==> src/rtl/led_input_ctrl.sv <==
// led_input_ctrl: debounced toggle buttons for en/speed plus a rate-selectable step pulse.
// Macro LED_INPUT_DBNC_FILTER_EN enables the 4-sample history filter; without it history is 1 sample.
module led_input_ctrl #(
    parameter int SAMPLE_W = 16,
    parameter int STEP_W   = 23
) (
    input  logic       clk,
    input  logic       rst,
    input  logic       btn_en,
    input  logic       btn_speed,
    output logic       en,
    output logic       speed,
    output logic       step,
    output logic       en_press,
    output logic       speed_press,
    output logic [1:0] dbg_state
);
`ifdef LED_INPUT_DBNC_FILTER_EN
    localparam int HIST_W = 4;
`else
    localparam int HIST_W = 1;
`endif

    typedef enum logic {RELEASED = 1'b0, PRESSED = 1'b1} btn_state_t;

    logic [1:0]          r_en_sync;
    logic [1:0]          r_sp_sync;
    logic [SAMPLE_W-1:0] r_sample_cnt;
    logic [HIST_W-1:0]   r_en_hist;
    logic [HIST_W-1:0]   r_sp_hist;
    btn_state_t          r_en_state;
    btn_state_t          r_sp_state;
    logic                r_en;
    logic                r_speed;
    logic                r_en_press;
    logic                r_sp_press;
    logic [STEP_W:0]     r_step_cnt;
    logic                r_step;

    logic w_tick;
    logic w_en_full;
    logic w_en_empty;
    logic w_sp_full;
    logic w_sp_empty;
    logic w_step_hit;

    assign w_tick     = &r_sample_cnt;
    assign w_en_full  = &r_en_hist;
    assign w_en_empty = ~|r_en_hist;
    assign w_sp_full  = &r_sp_hist;
    assign w_sp_empty = ~|r_sp_hist;

    // Synchronizers, sample counter and history shift registers.
    always_ff @(posedge clk) begin
        if (rst) begin
            r_en_sync    <= '0;
            r_sp_sync    <= '0;
            r_sample_cnt <= '0;
            r_en_hist    <= '0;
            r_sp_hist    <= '0;
        end else begin
            r_en_sync    <= {r_en_sync[0], btn_en};
            r_sp_sync    <= {r_sp_sync[0], btn_speed};
            r_sample_cnt <= r_sample_cnt + 1'b1;
            if (w_tick) begin
`ifdef LED_INPUT_DBNC_FILTER_EN
                r_en_hist <= {r_en_hist[HIST_W-2:0], r_en_sync[1]};
                r_sp_hist <= {r_sp_hist[HIST_W-2:0], r_sp_sync[1]};
`else
                r_en_hist <= r_en_sync[1];
                r_sp_hist <= r_sp_sync[1];
`endif
            end
        end
    end

    // Press FSMs: the pulse and the output toggle share the edge that enters PRESSED.
    always_ff @(posedge clk) begin
        if (rst) begin
            r_en_state <= RELEASED;
            r_sp_state <= RELEASED;
            r_en       <= 1'b0;
            r_speed    <= 1'b0;
            r_en_press <= 1'b0;
            r_sp_press <= 1'b0;
        end else begin
            r_en_press <= 1'b0;
            r_sp_press <= 1'b0;
            if (r_en_state == RELEASED) begin
                if (w_en_full) begin
                    r_en_state <= PRESSED;
                    r_en_press <= 1'b1;
                    r_en       <= ~r_en;
                end
            end else if (w_en_empty) begin
                r_en_state <= RELEASED;
            end
            if (r_sp_state == RELEASED) begin
                if (w_sp_full) begin
                    r_sp_state <= PRESSED;
                    r_sp_press <= 1'b1;
                    r_speed    <= ~r_speed;
                end
            end else if (w_sp_empty) begin
                r_sp_state <= RELEASED;
            end
        end
    end

    // Step counter keeps running across speed changes; speed only picks the compare width.
    assign w_step_hit = r_speed ? (&r_step_cnt) : (&r_step_cnt[STEP_W-1:0]);

    always_ff @(posedge clk) begin
        if (rst) begin
            r_step_cnt <= '0;
            r_step     <= 1'b0;
        end else begin
            r_step_cnt <= r_step_cnt + 1'b1;
            r_step     <= w_step_hit;
        end
    end

    assign en          = r_en;
    assign speed       = r_speed;
    assign step        = r_step;
    assign en_press    = r_en_press;
    assign speed_press = r_sp_press;
    assign dbg_state   = {r_sp_state == PRESSED, r_en_state == PRESSED};

endmodule

==> config.mk <==
export PLATFORM = sky130hd
export DESIGN_NAME = led_input_ctrl
export DESIGN_NICKNAME = d
export VERILOG_FILES = /design/src/rtl/led_input_ctrl.sv
export SDC_FILE = /design/constraint.sdc
export NUM_CORES = 1
export LEC_CHECK = 0
export CAP_MARGIN = 5
export CORE_UTILIZATION = 50
export CTS_BUF_LIST = sky130_fd_sc_hd__clkbuf_4 sky130_fd_sc_hd__clkbuf_8
export CTS_CLUSTER_SIZE = 10
export DETAILED_ROUTE_END_ITERATION = 6
export PLACE_DENSITY = 0.76
export SYNTH_ARGS = -nofsm -noshare
export SYNTH_HDL_FRONTEND = slang
export SYNTH_SLANG_ARGS = --single-unit
==> constraint.sdc <==
create_clock -name clk -period 2.3 [get_ports clk]
set_input_delay 0.23 -clock clk [delete_from_list [all_inputs] [get_ports clk]]
set_output_delay 0.23 -clock clk [all_outputs]
set_load 0.02 [all_outputs]
; ---- After elaboration in Yosys (flattened, before gate mapping)
; Cells that the tools add are included.
[totals]
reg_bits = 53
output_inout_bits = 7
wordCells = 29
[op_classes]
add_sub_neg = 2
muxes = 3
n_bitwise = 4
n_reduce_logical = 7
[ops]
columns = op, n
row1 = adder 24 x 1 -> 24 bit (second input constant), 1
row2 = AND reduction 24 bit, 1
row3 = AND reduction 23 bit, 1
row4 = adder 16 x 1 -> 16 bit (second input constant), 1
row5 = AND reduction 16 bit, 1
row6 = NOT 1 bit, 4
row7 = AND reduction 2 bit, 2
row8 = OR reduction 2 bit, 2
row9 = 2-to-1 mux 1 bit, 3

; ---- Logic depth before layout (Yosys ltp)
; Gate-level depths: netlist of the first run.
[logic_depth]
depth_word = 2
ltp_mapped = 6
mapped_depth_nobuf = 5

; ---- Least setup slack after synthesis of the first run
; Ideal clock, no wire load.
[synth_timing]
kind = reg2reg
start = reg r_step_cnt[0]
end = reg r_step_cnt[20]
arrival_time_ns = 1.917
required_ns = 2.230
path_slack_ns = 0.313
stages_incl_launch_ff = 7
path_buffers = 1
synth_period_minus_slack_ns = 1.987
path_cell_list = dfxtp_1 > ha_1 > nand4_1 > or4_1 > buf_2 > or4_1 > a21oi_1
[synth_via]
elab_chain_cells = 1
[synth_lines]
columns = item, line_no
row1 = from (decl), 37  ; logic [STEP_W:0] r_step_cnt;
row2 = from (signal assigned), 118  ; r_step_cnt <= r_step_cnt + 1'b1;
row3 = adder 24 x 1 -> 24 bit, 118
; Every way passes these cells.
; A chain may end at the register's enable or synchronous reset.

; ---- Worst setup path after layout of the first run
; Same ends and word-level chain as after synthesis.

==> results.md, run 1 <==
- Status: finished clean
- R2r setup slk: 280 ps
- Detailed placement HPWL: between 2000 and 2500 um
- Mapped Nets: approximately 250
- CP Cell Sequence: ha_1 > nand4_1 > or4_1 > or4_1 > a21oi_1
- Fraction of layout cells with a size suffix above 1: 6.50%
- Drt pass-1 iters: 4
- CTS root buf: clkbuf_8
- Final setup viols: 0
- Slowest CP cell: or4_1
- Post-CTS Setup Repair Bufs: 0
- DR WL/cell: 10.9 um
- Top Family by Delay on Critical Path: simple AND/OR/NAND/NOR gates
- Logic pwr share: 2.3%
- Top_reg_cell synth: dfxtp_1
- Tmin final: 2020 ps
- Worst setup path category: reg -> reg
- Mapped Cells: 239
- Internal: 1.26 mW
- DR DRC count: 0
- Highest clock rate: approximately 500 MHz
- Detailed-route via count: 1547
- H-tree depth: 2
- Max-cap violation count: 0
- Placer congestion estimate: 0.746
- Synthesis-stage register bit count: 53
- Crit path max fanout: 10
- Reg-to-reg startpoint: r_step_cnt[0]$_SDFF_PP0_
- RSZ-0062 raised after global routing: false
- Sw Share: 19.5%
- Die width: 68.1 um
- Core Region: 0.00409 sq mm
- Vias per cell: 5.23
- WHS Path Cells: 2
- Die area: 0.00463 sq mm
- Initial Util: a little over half
- GRT Util Overall: 16.1%
- Io pins: 11
- Row count: 23
- R2R cell count: 5
- Clk slew on worst S/H paths: 90 ps
- Setup TNS: 0 ps
- Die H: 68.1 um
- Largest net degree at the start of global routing: 30
- Hold_sp: rst
- Slew headroom: 67.4%
- Final hold violation count: 0
- Reg power frac: 59.9%
- Slew @ Worst Pin: 489 ps
- Clock sink count: 53
- Final WL: around 3200 um
- Longest Clk Path Bufs: 2
- Hold WS: 367 ps
- WP buf/inv: 0
- Final Cycle Share: 87.7%
- Net switching power: around 0.3 mW
- CTS tree: done
- WHS Endpoint: r_sample_cnt[10]$_SDFF_PP0_
- Skew final: 4.79 ps
- Fin. max-slew vios: 0
- Netlist cell types: 36
- WP data required: 2530 ps
- Iter 0 DRT Violations: 78
- Initial antenna violation count: 0
- Most frequent cells in the layout: 53 x dfxtp_1, 29 x nor2_1, 15 x xnor2_1, 15 x a21oi_1
- Most common cell on crit path: or4_1
- Sequential share of the synthesized area: about half
- Tightest Hold Check Type: in -> reg
- Post-synth EDFFs: 0
- Synth warn: 0
- Routed Antenna Nets: 0
- Crit path DAT: ~2300 ps
- Nets: 252
- Clk pwr share: 37.8%
- CTS resizes: 0
- Vias in the first global route: 1328
- Clk Latency, worst-skew pair: 300 ps
- Cell Pwr Density: about 660 mW/mm^2
- Post-synthesis async set-or-reset flop share: 0%
- Post-Syn Area per Cell: 9.13 sq um
- Hold Buf Count CTS: 0
- Most common cell after layout, fill and taps aside: dfxtp_1
- Area growth syn-to-layout: 9.00%
- N_diodes: 0
- RR Endpoint: r_step_cnt[20]$_SDFF_PP0_
- Cts bufs inserted: 5
- First-pass GRT wire length: ~5600 um
- Max stage delay on crit path: between 500 and 600 ps
- Port bufs: 10
- Syn Std Cell Area: approximately 0.0022 sq mm
- LEAKAGE: 0.763 nW
- Worst setup SP type: flip-flop
- Maximum VDD drop: 0.340 mV
- Worst Setup End Kind: flip-flop
- Total grt overflow: 0
## registers in the layout, summed over array words and instances (netlist names), 2 cells and up
signal and cells:
r_sample_cnt 16, r_sp_sync 2, r_en_sync 2, r_step_cnt 24
## worst max-delay path by stage
stage               slack (ps)                startpoint  cells after the start                   endpoint
CTS                        270  r_step_cnt[0]$_SDFF_PP0_                      5  r_step_cnt[20]$_SDFF_PP0_
global route               140  r_step_cnt[0]$_SDFF_PP0_                      5  r_step_cnt[20]$_SDFF_PP0_
detailed placement         300  r_step_cnt[0]$_SDFF_PP0_                      5  r_step_cnt[20]$_SDFF_PP0_
floorplan                  310  r_step_cnt[0]$_SDFF_PP0_                      6  r_step_cnt[20]$_SDFF_PP0_
global placement           320  r_step_cnt[0]$_SDFF_PP0_                      5  r_step_cnt[20]$_SDFF_PP0_
finish                     280  r_step_cnt[0]$_SDFF_PP0_                      5  r_step_cnt[20]$_SDFF_PP0_
## worst register-to-register path, stage by stage (launching register included)
cell and delay, ps:
dfxtp_1 390, ha_1 220, nand4_1 120, or4_1 570, or4_1 510, a21oi_1 140
## power groups by stage
| stage | Sequential [mW] | Clock, mW | Combinational (mW) |
|---|---|---|---|
| 2_1_floorplan | 0.959 | 0 | 0.0312 |
| 3_3_place_gp | 0.960 | 0 | 0.0373 |
| 3_5_place_dp | 0.960 | 0 | 0.0373 |
| 4_1_cts | 0.939 | 0.615 | 0.0378 |
| 5_1_grt | 0.941 | 0.650 | 0.0418 |
| 6_report | 0.939 | 0.592 | 0.0365 |
## metrics by stage
stage	instance area (sq um)	setup slack (ps)	power, mW	cells	utilization, %
after floorplan	2180	313	0.990	239	-
after global placement	2270	318	0.997	289	55.7
after detailed placement	2270	297	0.998	289	55.7
after CTS	2380	275	1.59	296	58.2
after global routing	2380	141	1.63	296	58.2
final	2380	284	1.57	296	58.2
## per-layer routing
metal  vias up  global-route usage (%)  routed length, um
li1        841                       -                  -
met1       684                    20.3               1650
met2        18                    24.9               1410
met3         4                    6.00                120
met4         0                    6.25                 34
met5         -                       0                  0
## Yosys cell counts, types with 2 or more instances
master    count  area (sq um)
ha_1          2          25.0
clkbuf_1      5          18.8
or3_1        10          62.6
dfxtp_1      53          1060
or4_1         5          37.5
nor3_1        4          20.0
o21ai_0      11          55.1
buf_6         2          22.5
nand3_1      10          50.1
xnor2_1      15           131
o31ai_1       3          22.5
nor2_1       29           109
and3_1        2          12.5
inv_1         7          26.3
and4_1        4          35.0
buf_4         2          15.0
nor4_1        5          31.3
buf_2         2          10.0
a21oi_1      15          75.1
nand4_1       8          50.1
nand2_1      12          45.0
nor2b_1      12          75.1
xor2_1        7          61.3
mux2i_1       2          20.0
## cell type report
type	instances	area [sq um]
Fill cell	365	1710
Sequential cell	53	1060
Multi-Input combinational cell	167	1010
Timing Repair Buffer	12	110
Clock buffer	5	68.8
Tap cell	50	62.6
Clock inverter	2	35.0
Inverter	7	26.3
## cell families after synthesis
family | count (synthesis) | synth area share [%]
compound gates | 33 | 8.60
buf+inv | 19 | 4.87
flops | 53 | 48.6
xor+xnor | 22 | 8.83
simple gates | 108 | 27.0
mux | 2 | 0.917
fa+ha+maj | 2 | 1.15
Power figures use the tool's default switching activity.
==> inputs of run 2 (changes only) <==
CAP_MARGIN = 10   (was 5)
CORE_ASPECT_RATIO = 0.6   (was not set)
REMOVE_ABC_BUFFERS = 1   (was not set)
==> run 2 against run 1 <==
Clock-buffer cell count increased by 1. Final area rose by 1.5%. Largest cell class unchanged. Final cell count rose by 3.7%. Wire length grew 14%. Maximum frequency shrank 3.0%. Sequential power barely moved. Largest power group unchanged. Combinational power increased by 11%. Critical path depth did not move.
==> results.md, run 2 (synthesis gave the netlist of run 1 again) <==
- Die H: 53.2 um (-22%)
- CTS tree: done
- Highest clock rate: 481 MHz (-3.0%)
- Longest Clk Path Bufs: 2 (unchanged)
- Slew @ Worst Pin: 461 ps (-27.6 ps)
- N_diodes: 0 (unchanged)
- Tmin final: 2080 ps (+62.5 ps)
- Total Power: 1.61 mW (+3.0%)
- Slew headroom: 69.0% (+1.6 points)
- CP Cell Sequence: ha_1 > nand4_1 > or4_1 > or4_1 > a21oi_1
- CTS resizes: 0 (unchanged)
- Setup TNS: 0 ps (unchanged)
- Die width: 87.3 um (+28%)
- Vias per cell: 5.19 (-0.78%)
- Final Cycle Share: 90.4% (+2.7 points)
- Final non-filler cell total: 307 (+3.7%)
- GRT Util Overall: 18.4% (+2.3 points)
- End of the critical path: r_step_cnt[20]$_SDFF_PP0_
- LEAKAGE: 0.773 nW (+1.2%)
- Post-DP Area: 0.00230 sq mm (+1.1%)
- Final WL: 3660 um (+14%)
- R2r setup slk: 220 ps (-60 ps)
- DR WL/cell: 11.9 um (+9.6%)
- Io pins: 11 (unchanged)
- DR DRC count: 0 (unchanged)
- First-pass GRT wire length: 6400 um (+14%)
- Clock sink count: 53 (unchanged)
- Vias in the first global route: 1447 (+9.0%)
- Cts bufs inserted: 5 (unchanged)
- H-tree depth: 2 (unchanged)
- Finished Cell Area: 0.00241 sq mm (+1.5%)
- Detailed placement HPWL: 2450 um (+12%)
- Crit path max fanout: 10 (unchanged)
- Crit path DAT: 2320 ps (+70 ps)
- Max FFs per register: 24 (unchanged)
- Clk Latency, worst-skew pair: 300 ps (about the same)
- Worst setup path category: reg -> reg
- Util after Layout: 58.3% (+0.067 points)
- CTS root buf: clkbuf_8
- Detailed-route via count: 1592 (+2.9%)
- Reg-to-reg startpoint: r_step_cnt[0]$_SDFF_PP0_
- Tightest Hold Check Type: in -> reg
- Worst Setup End Kind: flip-flop
- Worst setup path startpoint: r_step_cnt[0]$_SDFF_PP0_
- Area growth syn-to-layout: 10.7%
- Clk pwr share: 39.3% (+1.5 points)
- RR Endpoint: r_step_cnt[20]$_SDFF_PP0_
- Initial antenna violation count: 0 (unchanged)
- Max-cap violation count: 0 (unchanged)
- Cell Pwr Density: 669 mW/mm^2 (+1.5%)
- WP data required: 2540 ps (about the same)
- Slowest CP cell: or4_1
- Top Registers: r_step_cnt: 24 flops, r_sample_cnt: 16 flops
- Maximum VDD drop: 0.350 mV (+2.8%)
- Most common cell on crit path: or4_1
- Skew final: 7.78 ps (+2.99 ps)
- Core Region: 0.00414 sq mm (+1.4%)
- Internal: 1.29 mW (+2.0%)
- Fin. max-slew vios: 0 (unchanged)
- Largest register by flop count: r_step_cnt
- Clk slew on worst S/H paths: 90 ps (about the same)
- Most frequent cells in the layout: 53 x dfxtp_1, 29 x nor2_1, 15 x xnor2_1, 15 x a21oi_1
- Most common cell after layout, fill and taps aside: dfxtp_1
- Hold Buf Count CTS: 0 (unchanged)
- Post-CTS Setup Repair Bufs: 0 (unchanged)
- Largest net degree at the start of global routing: 46 (+53%)
- Die area: 0.00464 sq mm (+0.19%)
- Nets: 252 (unchanged)
- Total grt overflow: 0 (unchanged)
- Reg power frac: 58.2% (-1.7 points)
- Final setup viols: 0 (unchanged)
- Row count: 18 (-22%)
- Logic pwr share: 2.5% (+0.2 points)
- Fraction of layout cells with a size suffix above 1: 6.88% (+0.38 points)
- Status: finished clean
- Port bufs: 10 (unchanged)
- Final hold violation count: 0 (unchanged)
- Net switching power: 0.328 mW (+7.2%)
- RSZ-0062 raised after global routing: false
- Max stage delay on crit path: 590 ps (+20 ps)
- R2R cell count: 5 (unchanged)
- Sw Share: 20.3% (+0.79 points)
- Drt pass-1 iters: 4 (unchanged)
- Hold_sp: rst
- Iter 0 DRT Violations: 47 (-40%)
- Routed Antenna Nets: 0 (unchanged)
- Worst setup SP type: flip-flop
- Placer congestion estimate: 0.768 (+3.0%)
- Placed Instances: 299 (+3.5%)
- Initial Util: 52.7% (-0.74 points)
-- run 2: through the flow --
stage	hold WS, ps	setup slack, ps
after floorplan	297	309
after global placement	416	306
after detailed placement	430	257
after CTS	223	221
after global routing	249	109
final	231	221
-- run 2: worst min path at each step --
| stage | slack [ps] | depth (start not counted) | endpoint |
|---|---|---|---|
| 2_1_floorplan | 300 | 1 | r_sample_cnt[0]$_SDFF_PP0_ |
| 3_3_place_gp | 420 | 1 | r_sp_sync[1]$_SDFF_PP0_ |
| 3_5_place_dp | 430 | 1 | r_en_sync[1]$_SDFF_PP0_ |
| 4_1_cts | 220 | 2 | r_step_cnt[0]$_SDFF_PP0_ |
| 5_1_grt | 250 | 2 | r_step_cnt[10]$_SDFF_PP0_ |
| 6_report | 230 | 2 | r_step_cnt[10]$_SDFF_PP0_ |
-- run 2: final cells by class --
type | instances | area, sq um
Sequential cell | 53 | 1060
Clock inverter | 2 | 38.8
Inverter | 7 | 26.3
Fill cell | 369 | 1730
Tap cell | 60 | 75.1
Timing Repair Buffer | 12 | 123
Multi-Input combinational cell | 167 | 1010
Clock buffer | 6 | 76.3
-- run 2: layer usage --
layer,vias up,part of all wire (%),GRT usage [%]
met5,-,0,0
met4,0,1.5,8.20
met3,5,2.8,5.15
met2,25,40,27.0
met1,721,56,25.2
li1,841,-,-
-- run 2: critical path, delay by kind of cell, from the launching register on --
kind / cells / cell delay, ps
adder cells (fa/ha/maj): 1 / 230
AO/OA/AOI/OAI: 1 / 150
flip-flops: 1 / 390
AND/OR/NAND/NOR: 3 / 1240
-- run 2: power groups by stage --
stage | registers [mW] | logic [mW] | clock network (mW)
3_5_place_dp | 0.960 | 0.0407 | 0
6_report | 0.939 | 0.0405 | 0.635
5_1_grt | 0.942 | 0.0458 | 0.686
2_1_floorplan | 0.959 | 0.0163 | 0
3_3_place_gp | 0.960 | 0.0406 | 0
4_1_cts | 0.939 | 0.0411 | 0.654
